### config.mk
export PLATFORM = sky130hd
export DESIGN_NAME = fetch_buffer
export DESIGN_NICKNAME = d
export VERILOG_FILES = /design/src/rtl/fetch_buffer.sv
export SDC_FILE = /design/constraint.sdc
export NUM_CORES = 1
export LEC_CHECK = 0
export CORE_ASPECT_RATIO = 1.5
export CORE_UTILIZATION = 50
export DETAILED_ROUTE_END_ITERATION = 7
export MAX_ROUTING_LAYER = met4
export PLACE_DENSITY_LB_ADDON = 0.2
export REMOVE_ABC_BUFFERS = 1
export SKIP_CTS_REPAIR_TIMING = 1
export SLEW_MARGIN = 30
export SYNTH_ARGS = -nofsm -noshare
export SYNTH_HDL_FRONTEND = slang
export SYNTH_SLANG_ARGS = --single-unit
### constraint.sdc
create_clock -name clk -period 2.8 [get_ports clk]
set_input_delay 0.56 -clock clk [delete_from_list [all_inputs] [get_ports clk]]
set_output_delay 0.56 -clock clk [all_outputs]
set_load 0.03 [all_outputs]
### src/rtl/fetch_buffer.sv
// Fetch buffer: registers fetch requests, queues {pc, instr} responses for decode.
// Optional same-cycle bypass into decode when empty: FETCH_BUF_BYPASS_EN.
module fetch_buffer #(
  parameter int XLEN  = 32,
  parameter int DEPTH = 4
) (
  input  logic                     clk,
  input  logic                     rst_n,
  input  logic [XLEN-1:0]          pc,
  input  logic                     instr_read_en,
  input  logic                     branch_taken,
  input  logic [XLEN-1:0]          instr_rdata,
  output logic                     fetch_halt,
  output logic                     id_valid,
  input  logic                     id_ready,
  output logic [XLEN-1:0]          id_instr,
  output logic [XLEN-1:0]          id_pc,
  output logic [$clog2(DEPTH):0]   occupancy
);

  localparam int AW = $clog2(DEPTH);

  typedef struct packed {
    logic [XLEN-1:0] pc;
    logic [XLEN-1:0] instr;
  } entry_t;

  entry_t          mem_q [DEPTH];
  logic [AW-1:0]   rd_ptr_q, rd_ptr_d;
  logic [AW-1:0]   wr_ptr_q, wr_ptr_d;
  logic [AW:0]     occ_q, occ_d;
  logic            req_valid_q, req_valid_d;
  logic [XLEN-1:0] req_pc_q, req_pc_d;

  logic   byp;
  logic   push;
  logic   pop;
  entry_t rsp;
  entry_t head;
  logic [AW+1:0] pend;

  always_comb begin
    rsp = '{pc: req_pc_q, instr: instr_rdata};
`ifdef FETCH_BUF_BYPASS_EN
    byp = (occ_q == '0) && req_valid_q && !branch_taken;
`else
    byp = 1'b0;
`endif
    head     = byp ? rsp : mem_q[rd_ptr_q];
    id_valid = !branch_taken && ((occ_q != '0) || byp);
    pop      = id_valid && id_ready && !byp;
    // a bypassed response that decode takes never touches the array
    push     = req_valid_q && !branch_taken && !(byp && id_ready);
    id_instr = id_valid ? head.instr : '0;
    id_pc    = id_valid ? head.pc : '0;
  end

  // registered-only halt so fetch never sees a path from id_ready
  assign pend       = {1'b0, occ_q} + (AW+2)'(req_valid_q);
  assign fetch_halt = pend >= (AW+2)'(DEPTH);
  assign occupancy  = occ_q;

  always_comb begin
    req_valid_d = instr_read_en;
    req_pc_d    = instr_read_en ? pc : req_pc_q;
    rd_ptr_d    = rd_ptr_q;
    wr_ptr_d    = wr_ptr_q;
    occ_d       = occ_q;
    if (branch_taken) begin
      rd_ptr_d = '0;
      wr_ptr_d = '0;
      occ_d    = '0;
    end else begin
      rd_ptr_d = rd_ptr_q + AW'(pop);
      wr_ptr_d = wr_ptr_q + AW'(push);
      occ_d    = occ_q + (AW+1)'(push) - (AW+1)'(pop);
    end
  end

  always_ff @(posedge clk or negedge rst_n) begin
    if (!rst_n) begin
      rd_ptr_q    <= '0;
      wr_ptr_q    <= '0;
      occ_q       <= '0;
      req_valid_q <= 1'b0;
      req_pc_q    <= '0;
    end else begin
      rd_ptr_q    <= rd_ptr_d;
      wr_ptr_q    <= wr_ptr_d;
      occ_q       <= occ_d;
      req_valid_q <= req_valid_d;
      req_pc_q    <= req_pc_d;
    end
  end

  always_ff @(posedge clk or negedge rst_n) begin
    if (!rst_n) begin
      for (int i = 0; i < DEPTH; i++) mem_q[i] <= '0;
    end else if (push) begin
      mem_q[wr_ptr_q] <= rsp;
    end
  end

endmodule

==> flow_summary.rst <==
.. list-table::
   :header-rows: 1

   * - Metric
     - Value
   * - Status
     - finished with violations
   * - Failing checks
     - negative hold slack
   * - Total Nets Final
     - between 1,000 and 1,500
   * - Final hold violation count
     - 4
   * - Total DRC errors in the routed layout
     - 0
   * - Number of max-slew violations in the final report
     - 0
   * - Sequential cell area
     - between 7000 and 8000 µm²
   * - Total of warnings raised by yosys
     - 0
   * - Share of final-layout standard cells stronger than drive strength 1
     - a little over half
   * - Actual transition at the worst max-transition pin
     - 622 ps
   * - Top-level port count
     - 138
   * - Remaining global-route overflow
     - 0
   * - Number of buffers created by CTS
     - 29
   * - Cell family with most CP delay
     - multiplexers
   * - Clock network latency to the later pin of the worst-skew pair
     - ~530 ps
   * - Async set-or-reset flop fraction in the synthesized netlist
     - 100%
   * - Setup repair after global routing missed its margin
     - yes
   * - Maximum level of the CTS H-tree
     - 1
   * - HPWL reported at the end of detailed placement
     - 16,400 µm
   * - Number of global-route vias before repair
     - 7,910
   * - Count of fill cells added during filler insertion
     - 2,014
   * - CP peak stage delay
     - slightly below 600 ps
   * - Total power per unit cell area
     - around 800 nW/µm²
   * - Clock buffer depth
     - 3
   * - Starting DRT DRC Count
     - 133
   * - Worst rel slew slack
     - 58.6%
   * - Total area of multi-input combinational cells
     - between 5000 and 6000 µm²
   * - Total of max-cap violations
     - 0
   * - Hold slack
     - -29.5 ps
   * - Setup slack of the worst register-to-register path
     - 830 ps
   * - Total global-route track usage
     - 21.0%
   * - Average via count per standard cell
     - around 5.5
   * - Slowest cell on crit path
     - sky130_fd_sc_hd__mux4_2
   * - Maximum net fanout on the critical path
     - 24
   * - Placeable core area
     - about 26,000 µm²
   * - Worst Path Arrival
     - roughly 2200 ps
   * - Classification of the worst setup path
     - flop to primary output
   * - Pre-CTS setup slack
     - 261 ps
   * - Synthesized instance count
     - roughly 800
   * - Clock Tree Root
     - sky130_fd_sc_hd__clkbuf_16
   * - Total of buffers placed on input and output ports
     - 137
   * - HP Class
     - primary input to async pin
   * - Number of buffers and inverters on the critical path
     - 2
   * - Mean routed wirelength per cell
     - between 20 and 25 µm
   * - Type of origin of the critical path
     - flop
   * - Mean post-synth cell area
     - 16.6 µm²
   * - Clock period minus final worst setup slack
     - 2740 ps
   * - Wire length of the first global-routing pass
     - between 40,000 and 50,000 µm
   * - Highest clock rate
     - ~370 MHz
   * - Yosys reg bits
     - around 300
   * - Final clock skew
     - about 14 ps
   * - Maximum vdd ir drop
     - roughly 0.00061 V
   * - Detailed-route wire length
     - roughly 26,000 µm
   * - Total number of vias
     - 7,168
   * - Leak
     - approximately 7.0 nW
   * - Initial antenna violation count
     - 3
   * - Clock transition at path regs
     - about 60 ps
   * - CP endpoint kind
     - primary output
   * - Vert. Die Dim
     - 201 µm
   * - Design Power
     - 0.0126 W
   * - Routability congestion estimate from global placement
     - ~0.7
   * - Number of flops mapped to enable cells by yosys
     - 0
   * - Sequence of cells on the critical path
     - buf_16, mux4_2, and2_4, buf_6
   * - Dominant synthesized flop cell
     - sky130_fd_sc_hd__dfrtp_1
   * - Share of the cycle needed by the critical path after routing
     - between 90% and 100%
   * - DIE WIDTH
     - ~130 µm
   * - Maximum number of pins on one net before global-route repair
     - 76
   * - Clock tree from TritonCTS
     - built
   * - Design area
     - roughly 16,000 µm²
   * - Final WS setup
     - 62.1 ps
   * - Synth cell types
     - 29
   * - Area growth syn-to-layout
     - 19.3%
   * - Area of the die
     - ~27,000 µm²
   * - Initial Util
     - between 50% and 60%
   * - Total cell area at the placement stage
     - ~15,000 µm²
   * - Antenna-violating nets left
     - 0
   * - Clock Sinks
     - between 200 and 300
   * - Post-Syn Area
     - around 13,000 µm²
   * - Critical path data required time
     - roughly 2200 ps
   * - Sequential share of the synthesized area
     - a little under three fifths
   * - Row cnt
     - 72
   * - Number of endpoints failing setup at the final stage
     - 0
   * - DRT Pass-1 Iters
     - 4
-- worst reg2reg max path: stages (launching register included) --
cell	delay, ps
sky130_fd_sc_hd__dfrtp_1	480
sky130_fd_sc_hd__nor3_2	90
sky130_fd_sc_hd__or2_1	280
sky130_fd_sc_hd__o31ai_1	230
sky130_fd_sc_hd__ha_1	180
sky130_fd_sc_hd__inv_1	50
sky130_fd_sc_hd__fa_1	370
sky130_fd_sc_hd__xnor2_1	150
sky130_fd_sc_hd__nor2_1	50
-- metrics by stage --
stage	utilization, %	setup TNS, ps	std cells
floorplan	-	-144150	746
global placement	57.2	0	1244
detailed placement	57.2	0	1244
CTS	60.7	-6950	1294
global route	61.0	-2.04	1299
finish	61.0	0	1299
-- cell type report --
cell class / count / area share (%)
multi-input combinational: 446 / 34.0
clock buffer: 45 / 5.36
clock inverter: 5 / 0.341
inverter: 4 / 0.0951
tap: 333 / 2.64
sequential: 296 / 47.0
timing repair buffer: 167 / 10.5
antenna: 3 / 0.0476
-- kinds of logic (layout without fill, tap and decap cells) --
kind of cell / Yosys count / count (layout) / synth area share (%)
buffers and inverters: 57 / 221 / 3.77
xor gates and xnor gates: 3 / 3 / 0.199
other: 0 / 3 / 0
adders and majority gates: 5 / 5 / 0.530
muxes: 352 / 352 / 35.4
DFF: 296 / 296 / 56.0
AOI/OAI and AO/OA: 5 / 5 / 0.208
and+or+nand+nor: 81 / 81 / 3.91
-- layer usage --
| layer | global-route usage (%) | vias up | wire, µm |
|---|---|---|---|
| li1 | - | 3205 | - |
| met1 | 25.9 | 3810 | 10600 |
| met2 | 36.5 | 117 | 14100 |
| met3 | 2.80 | 36 | 891 |
| met4 | 5.06 | 0 | 456 |
| met5 | - | - | 0 |
-- flip-flops by register name (all words and copies together) (netlist names) --
register and cells:
req_pc_q 32, occupancy 3, rd_ptr_q 2, req_valid_q 1
mem_q 256, wr_ptr_q 2
-- cell usage after synthesis, drive strengths merged (2+ instances only) --
| cell type | n | area share, % |
|---|---|---|
| buf | 33 | 2.6 |
| mux2 | 288 | 25 |
| mux4 | 64 | 11 |
| xnor2 | 3 | 0.20 |
| nor2 | 5 | 0.14 |
| clkbuf | 20 | 1.0 |
| a21oi | 2 | 0.076 |
| nor3 | 2 | 0.076 |
| ha | 4 | 0.38 |
| inv | 4 | 0.11 |
| nor2b | 4 | 0.25 |
| and3b | 2 | 0.15 |
| dfrtp | 296 | 56 |
| o21ai | 2 | 0.076 |
| and2 | 64 | 3.0 |
-- where the power goes --
group | internal (W) | switching, W | total, W
combinational | 0.00182 | 0.00142 | 0.00324
clock | 0.00215 | 0.00157 | 0.00372
sequential | 0.00515 | 0.000479 | 0.00563
-- worst paths after layout --
check / start / end / depth (start not counted)
setup / recovery: rd_ptr_q[0] / id_pc[13] / 4
max in group asynchronous: rst_n / mem_q[64] / 2
min in group clk: mem_q[197] / mem_q[197] / 1
setup reg to reg: occupancy[1] / occupancy[2] / 8
hold reg to reg: mem_q[197] / mem_q[197] / 1
hold / removal: rst_n / req_pc_q[0] / 1
-- cell usage in the layout, fill, tap and decap left out, drive strengths merged, types with 2 or more instances in the layout --
master / instances
and3b: 2
and2: 64
xnor2: 3
ha: 4
mux4: 64
dfrtp: 296
o21ai: 2
clkdlybuf4s50: 70
diode: 3
a21oi: 2
buf: 97
clkinv: 3
mux2: 288
inv: 5
nor3: 2
clkbuf: 45
nor2b: 4
nor2: 5
Note: power is estimated with default switching activity, not from simulation.
